`src/rtl/mem_port_arbiter.sv`:
```
// mem_port_arbiter: shares one single-port handshaked memory between
// instruction fetch and the data (load/store) path. One transaction is
// outstanding at a time; data has priority, fetch responses may be flushed.
// Optional build macro MEM_ARB_STARVE_GUARD_EN enables the fetch starvation
// guard; without it data has strict priority.
module mem_port_arbiter #(
   parameter int ADDR_W     = 32,
   parameter int DATA_W     = 32,
   parameter int STARVE_MAX = 4
) (
   input  logic              clk,
   input  logic              rst_n,
   // fetch request / response
   input  logic              if_req_valid,
   input  logic [ADDR_W-1:0] if_req_addr,
   output logic              if_req_ready,
   input  logic              if_flush,
   output logic              if_resp_valid,
   output logic [DATA_W-1:0] if_resp_data,
   // data request / response
   input  logic              d_req_valid,
   input  logic              d_req_we,
   input  logic [2:0]        d_req_mode,
   input  logic [ADDR_W-1:0] d_req_addr,
   input  logic [DATA_W-1:0] d_req_wdata,
   output logic              d_req_ready,
   output logic              d_resp_valid,
   output logic [DATA_W-1:0] d_resp_data,
   // memory side
   output logic              mem_req_valid,
   input  logic              mem_req_ready,
   output logic              mem_we,
   output logic [2:0]        mem_mode,
   output logic [ADDR_W-1:0] mem_addr,
   output logic [DATA_W-1:0] mem_wdata,
   input  logic              mem_resp_valid,
   input  logic [DATA_W-1:0] mem_resp_data
);

   typedef enum logic [1:0] {
      IDLE  = 2'd0,
      ISSUE = 2'd1,
      WAIT  = 2'd2
   } state_t;

   state_t              state_q;
   logic                owner_is_d_q;   // 1 = data owns the transaction
   logic                drop_q;         // fetch response must be discarded
   logic                we_q;
   logic [2:0]          mode_q;
   logic [ADDR_W-1:0]   addr_q;
   logic [DATA_W-1:0]   wdata_q;
   logic                if_resp_valid_q;
   logic [DATA_W-1:0]   if_resp_data_q;
   logic                d_resp_valid_q;
   logic [DATA_W-1:0]   d_resp_data_q;

   logic                force_f;
   logic                is_idle;
   logic                grant_d;
   logic                grant_f;

`ifdef MEM_ARB_STARVE_GUARD_EN
   logic [3:0]          starve_q;

   assign force_f = (starve_q == 4'(STARVE_MAX)) && if_req_valid && d_req_valid;

   // Count data grants taken while fetch waits; a fetch grant clears it.
   always_ff @(posedge clk or negedge rst_n) begin
      if (!rst_n) begin
         starve_q <= 4'd0;
      end else if (grant_f) begin
         starve_q <= 4'd0;
      end else if (grant_d && if_req_valid && (starve_q != 4'(STARVE_MAX))) begin
         starve_q <= starve_q + 4'd1;
      end
   end
`else
   assign force_f = 1'b0;
`endif

   // Readies are gated by reset so every output is low while rst_n is held.
   assign is_idle = rst_n && (state_q == IDLE);
   assign grant_d = is_idle && d_req_valid && !force_f;
   assign grant_f = is_idle && if_req_valid && !grant_d;

   assign if_req_ready  = grant_f;
   assign d_req_ready   = grant_d;
   assign mem_req_valid = (state_q == ISSUE);
   assign mem_we        = we_q;
   assign mem_mode      = mode_q;
   assign mem_addr      = addr_q;
   assign mem_wdata     = wdata_q;
   assign if_resp_valid = if_resp_valid_q;
   assign if_resp_data  = if_resp_data_q;
   assign d_resp_valid  = d_resp_valid_q;
   assign d_resp_data   = d_resp_data_q;

   // Transaction FSM: grant and latch, hold request until accepted, route response.
   always_ff @(posedge clk or negedge rst_n) begin
      if (!rst_n) begin
         state_q         <= IDLE;
         owner_is_d_q    <= 1'b0;
         drop_q          <= 1'b0;
         we_q            <= 1'b0;
         mode_q          <= 3'b000;
         addr_q          <= '0;
         wdata_q         <= '0;
         if_resp_valid_q <= 1'b0;
         if_resp_data_q  <= '0;
         d_resp_valid_q  <= 1'b0;
         d_resp_data_q   <= '0;
      end else begin
         if_resp_valid_q <= 1'b0;
         d_resp_valid_q  <= 1'b0;
         case (state_q)
            IDLE: begin
               if (grant_d) begin
                  state_q      <= ISSUE;
                  owner_is_d_q <= 1'b1;
                  drop_q       <= 1'b0;
                  we_q         <= d_req_we;
                  mode_q       <= d_req_mode;
                  addr_q       <= d_req_addr;
                  wdata_q      <= d_req_wdata;
               end else if (grant_f) begin
                  state_q      <= ISSUE;
                  owner_is_d_q <= 1'b0;
                  drop_q       <= if_flush;
                  we_q         <= 1'b0;
                  mode_q       <= 3'b010;
                  addr_q       <= if_req_addr;
                  wdata_q      <= '0;
               end
            end
            ISSUE: begin
               if (!owner_is_d_q && if_flush) begin
                  drop_q <= 1'b1;
               end
               if (mem_req_ready) begin
                  state_q <= WAIT;
               end
            end
            WAIT: begin
               if (!owner_is_d_q && if_flush) begin
                  drop_q <= 1'b1;
               end
               if (mem_resp_valid) begin
                  state_q <= IDLE;
                  if (owner_is_d_q) begin
                     d_resp_valid_q <= 1'b1;
                     d_resp_data_q  <= we_q ? '0 : mem_resp_data;
                  end else if (!drop_q && !if_flush) begin
                     // a flush arriving with the response still kills it
                     if_resp_valid_q <= 1'b1;
                     if_resp_data_q  <= mem_resp_data;
                  end
               end
            end
            default: begin
               state_q <= IDLE;
            end
         endcase
      end
   end

endmodule

```
`config.mk`:
```
export PLATFORM = sky130hd
export DESIGN_NAME = mem_port_arbiter
export DESIGN_NICKNAME = d
export VERILOG_FILES = /design/src/rtl/mem_port_arbiter.sv
export SDC_FILE = /design/constraint.sdc
export NUM_CORES = 1
export LEC_CHECK = 0
export CORE_AREA = 2 2 122 124
export CTS_CLUSTER_SIZE = 12
export DETAILED_ROUTE_END_ITERATION = 6
export DIE_AREA = 0 0 124 126
export GPL_TIMING_DRIVEN = 0
export PLACE_DENSITY = 0.81
export SKIP_CTS_REPAIR_TIMING = 1
export SLEW_MARGIN = 10
export SYNTH_ARGS = -nofsm -noshare
export SYNTH_HDL_FRONTEND = slang
export SYNTH_SLANG_ARGS = --single-unit
```
`constraint.sdc`:
```
create_clock -name clk -period 2.3 [get_ports clk]
set_clock_uncertainty 0.2 [all_clocks]
set_input_delay 0.69 -clock clk [delete_from_list [all_inputs] [get_ports clk]]
set_output_delay 0.69 -clock clk [all_outputs]
set_load 0.05 [all_outputs]
```
# Yosys cells after proc, flatten, opt, wreduce, memory -nomap -nowiden
# Cells that the tools add are included.
# Widths: inputs -> output; s select.
# totals
out_inout_bits	137
reg_bits	138
# classes
muxes	26
bitwise_logic	1
n_eq_ne	6
n_reduce_logical	19
# op_table
op	count
$mux 32	5
$mux 1	13
$reduce_and 3->1	3
$mux 2	4
$logic_and 1x1->1	6
$mux 3	2
$pmux 2 s3	1
$logic_not 1->1	4
$ne 2x1->1 const B	2
$reduce_and 4->1	1
$reduce_bool 2->1	2
$ne 3x3->1 const B	1
$eq 2x1->1 const B	1
$eq 2x2->1 const B	1
$logic_not 2->1	1
$ne 2x2->1 const B	1
$pmux 1 s2	1
$reduce_and 2->1	1
$reduce_or 2->1	1
$not 1->1	1

# Longest topological paths before layout
# depth
word_depth	8
depth_mapped	8

# Worst setup path before layout
# Ideal clock, no wire load.
# synth_path
path_kind	register to output
start	reg state_q[0]
end	out d_req_ready
arrival_ns	1.358
t_required_ns	1.410
n_path_buf	2
path_slack_ns	0.052
path_stages_with_launch	7
path_cell_list	dfrtp_1 > inv_1 > ha_1 > buf_2 > nand3_2 > inv_2 > buf_2
# synth_between
elab_chain_len	3
# synth_rtl
element	line	source
from (decl)	46	state_t state_q;
from (signal assigned)	102	state_q <= IDLE;
from (signal assigned)	119	state_q <= ISSUE;
from (signal assigned)	127	state_q <= ISSUE;
$logic_not 2->1	83	assign is_idle = rst_n && (state_q == IDLE);
$logic_and 1x1->1	83	
$logic_and 1x1->1	84	assign grant_d = is_idle && d_req_valid && !force_f;
to (decl)	26	output logic d_req_ready,
# Every way passes these cells.

# Worst setup path after layout
# layout_path
start	reg state_q[1]
end	out d_req_ready
# The elaborated chain is that of the path after synthesis.

==> impl_metrics.env <==
export IMPL_hp_class="in -> async"
export IMPL_failed_checks="negative setup slack"
export IMPL_synth_cell_area_mm2=0.00558
export IMPL_post_route_min_period_ns=2.54
export IMPL_grt_pass1_vias=5192
export IMPL_fin_ws_ns=-0.243
export IMPL_core_area_mm2=0.0143
export IMPL_drive_gt1_frac=0.129
export IMPL_ant_nets=0
export IMPL_period_share=1.11
export IMPL_numCtsBuffers=17
export IMPL_max_cap_violations=0
export IMPL_maxSlewViolCount=0
export IMPL_final_cell_area_mm2=0.00967
export IMPL_clockRootBuffer="clkbuf_16"
export IMPL_dr_pass1_iters=7
export IMPL_clockBufferDepth=2
export IMPL_num_fill_cells=1042
export IMPL_syn_inst=495
export IMPL_wl_per_cell_um=19.2
export IMPL_yosysSeqAreaShare=0.619
export IMPL_reg2reg_from="state_q[1]"
export IMPL_irDropWorstVdd_v=0.000940
export IMPL_syn_area_per_cell_um2=11.3
export IMPL_grt_max_degree=80
export IMPL_cts_sinks=138
export IMPL_rsz0062_at_grt="true"
export IMPL_antenna_found_initial=0
export IMPL_r2r_setup_slack_ns=0.08
export IMPL_cp_max_fo=10
export IMPL_finish_utilization=0.676
export IMPL_crit_required_ns=1.41
export IMPL_yosys_warnings=0
export IMPL_syn_nets=639
export IMPL_start_util=0.390
export IMPL_setup_viol_count_final=2
export IMPL_post_dp_cell_area_mm2=0.00859
export IMPL_gr_total_overflow=0
export IMPL_drt_iter0_drc=257
export IMPL_port_buffers=275
export IMPL_end_kind="output port"
export IMPL_finalWeightedCongestion=0.809
export IMPL_route_detailed_drc=0
export IMPL_power_density_mw_per_mm2=1570
export IMPL_fin_nets=947
export IMPL_worstPathArrival_ns=1.65
export IMPL_ys_ff_latch=138
export IMPL_critical_path_class="reg -> out"
export IMPL_worst_pin_slew_ns=0.629
export IMPL_gr_usage_all_layers=0.228
export IMPL_grt_pass1_wl_um=27000
export IMPL_rows=44
export IMPL_cts_tree="done"
export IMPL_status="complete, but fails checks"
export IMPL_dp_hpwl_um=13300
export IMPL_ios=276
export IMPL_start_kind="flip-flop"
export IMPL_rr_worst_depth=7
export IMPL_pre_cts_ws_ns=-1.40
export IMPL_via_per_inst=5.12
export IMPL_synth_distinct_cells=28
export IMPL_insertion_delay_ns=0.41
export IMPL_die_w_um=124
export IMPL_drt_total_wl_um=19200
export IMPL_syn_to_final_growth_pct=73.3
export IMPL_max_freq_ghz=0.393
export IMPL_worstReg2RegEnd="state_q[0]"
export IMPL_p_leak_nw=5.92
export IMPL_die_area_mm2=0.0156
export IMPL_hold_viol=0
export IMPL_via_count=5117
export IMPL_maxSlewHeadroom=0.581
export IMPL_clk_pin_slew_ns=0.06
export IMPL_antennaDiodeCount=0
export IMPL_dieHeight_um=126
export IMPL_h_tree_depth=4
[per-layer routing]
metal  GRT usage  up-vias  routed length [um]
met5           0        -                   0
met4       0.112        0                 606
met3      0.0770       46                1770
met2       0.389      240               10100
met1       0.252     2509                6740
li1            -     2322                   -
[area by class of cell]
cell class / count / area (um^2) / area share
sequential: 138 / 3450 / 0.357
timing repair buffer: 289 / 3260 / 0.338
multi-input combinational: 317 / 1970 / 0.203
clock buffer: 17 / 425 / 0.0440
tap: 184 / 230 / 0.0238
buffer: 34 / 181 / 0.0188
clock inverter: 14 / 125 / 0.0129
inverter: 6 / 25.0 / 0.00259
[placed cells by master, fill, tap and decap left out, drive strengths merged, types with 32 or more instances in the layout]
master	instances
dfrtp	138
dlymetal6s2s	136
clkdlybuf4s50	135
nand2	69
a21oi	64
buf	36
a22o	35
mux2	34
nand2b	33
clkbuf	33
o21ai	32
nor2	32
[synth_stat cells]
library cell  number  area [um^2]
buf_2             10         50.1
o211ai_2           1         12.5
a22o_1            35          307
o21ai_0           32          160
clkbuf_1          17         63.8
o22a_1             1         8.76
nor4_4             1         21.3
o2111ai_1          1         8.76
a31oi_1            1         6.26
mux2_2            33          372
nand2_1           69          259
and4b_1            1         10.0
inv_2              1         3.75
buf_6              3         33.8
buf_1              4         15.0
nand3_2            1         10.0
nand3_1            2         10.0
o211a_1            1         10.0
ha_1               5         62.6
inv_1              5         18.8
a222oi_1           1         10.0
mux2_1             1         11.3
nor2_1            32          120
dfrtp_1          138         3450
nor4bb_1           1         10.0
nand2b_1          33          206
a21oi_1           64          320
o211ai_1           1         7.51
[worst max-delay path by stage]
stage | from | endpoint | slack, ns | cells after the start
5_1_grt | state_q[0] | d_req_ready | -0.32 | 7
3_3_place_gp | rst_n | d_req_ready | -6.74 | 5
3_5_place_dp | rst_n | d_req_ready | -1.40 | 5
2_1_floorplan | state_q[0] | d_req_ready | 0.05 | 6
4_1_cts | rst_n | d_req_ready | -1.39 | 5
6_report | state_q[1] | d_req_ready | -0.24 | 7
[critical path, cell delays in order, from the launching register on]
cell	delay, ns
dfrtp_1	0.40
inv_2	0.10
ha_4	0.13
buf_6	0.12
nand3_4	0.10
inv_4	0.10
buf_8	0.14
buf_8	0.15
[kinds of logic after synthesis]
logic type	count (synthesis)	synth area share
DFF	138	0.619
adders and majority gates	5	0.0112
AOI/OAI and AO/OA	138	0.152
buffers and inverters	40	0.0332
muxes	34	0.0686
and+or+nand+nor	140	0.116
[sequential cells by signal (all words and copies together) (netlist names)]
register / count
d_resp_valid: 1
mem_mode: 3
mem_wdata: 32
if_resp_valid: 1
drop_q: 1
if_resp_data: 32
mem_addr: 32
mem_we: 1
d_resp_data: 32
owner_is_d_q: 1
state_q: 2
[per-stage QoR]
step,std cells,TNS [ns],power [mW],hold slack (ns)
after global placement,954,-1158.17,12.3,0.263
final,999,-0.465,15.2,0.0641
after detailed placement,955,-43.87,12.5,0.272
after CTS,986,-28.72,15.1,0.0714
after floorplan,495,0,9.39,0.194
after global routing,999,-0.625,15.8,0.0533
[power breakdown]
group / leakage [nW] / total, mW / internal, mW / switching [mW]
Clock: 0.271 / 2.57 / 1.48 / 1.08
Sequential: 1.73 / 4.15 / 3.51 / 0.644
Combinational: 3.92 / 8.46 / 2.90 / 5.56
Total: 5.92 / 15.2 / 7.89 / 7.28
Note: power is estimated with default switching activity, not from simulation.
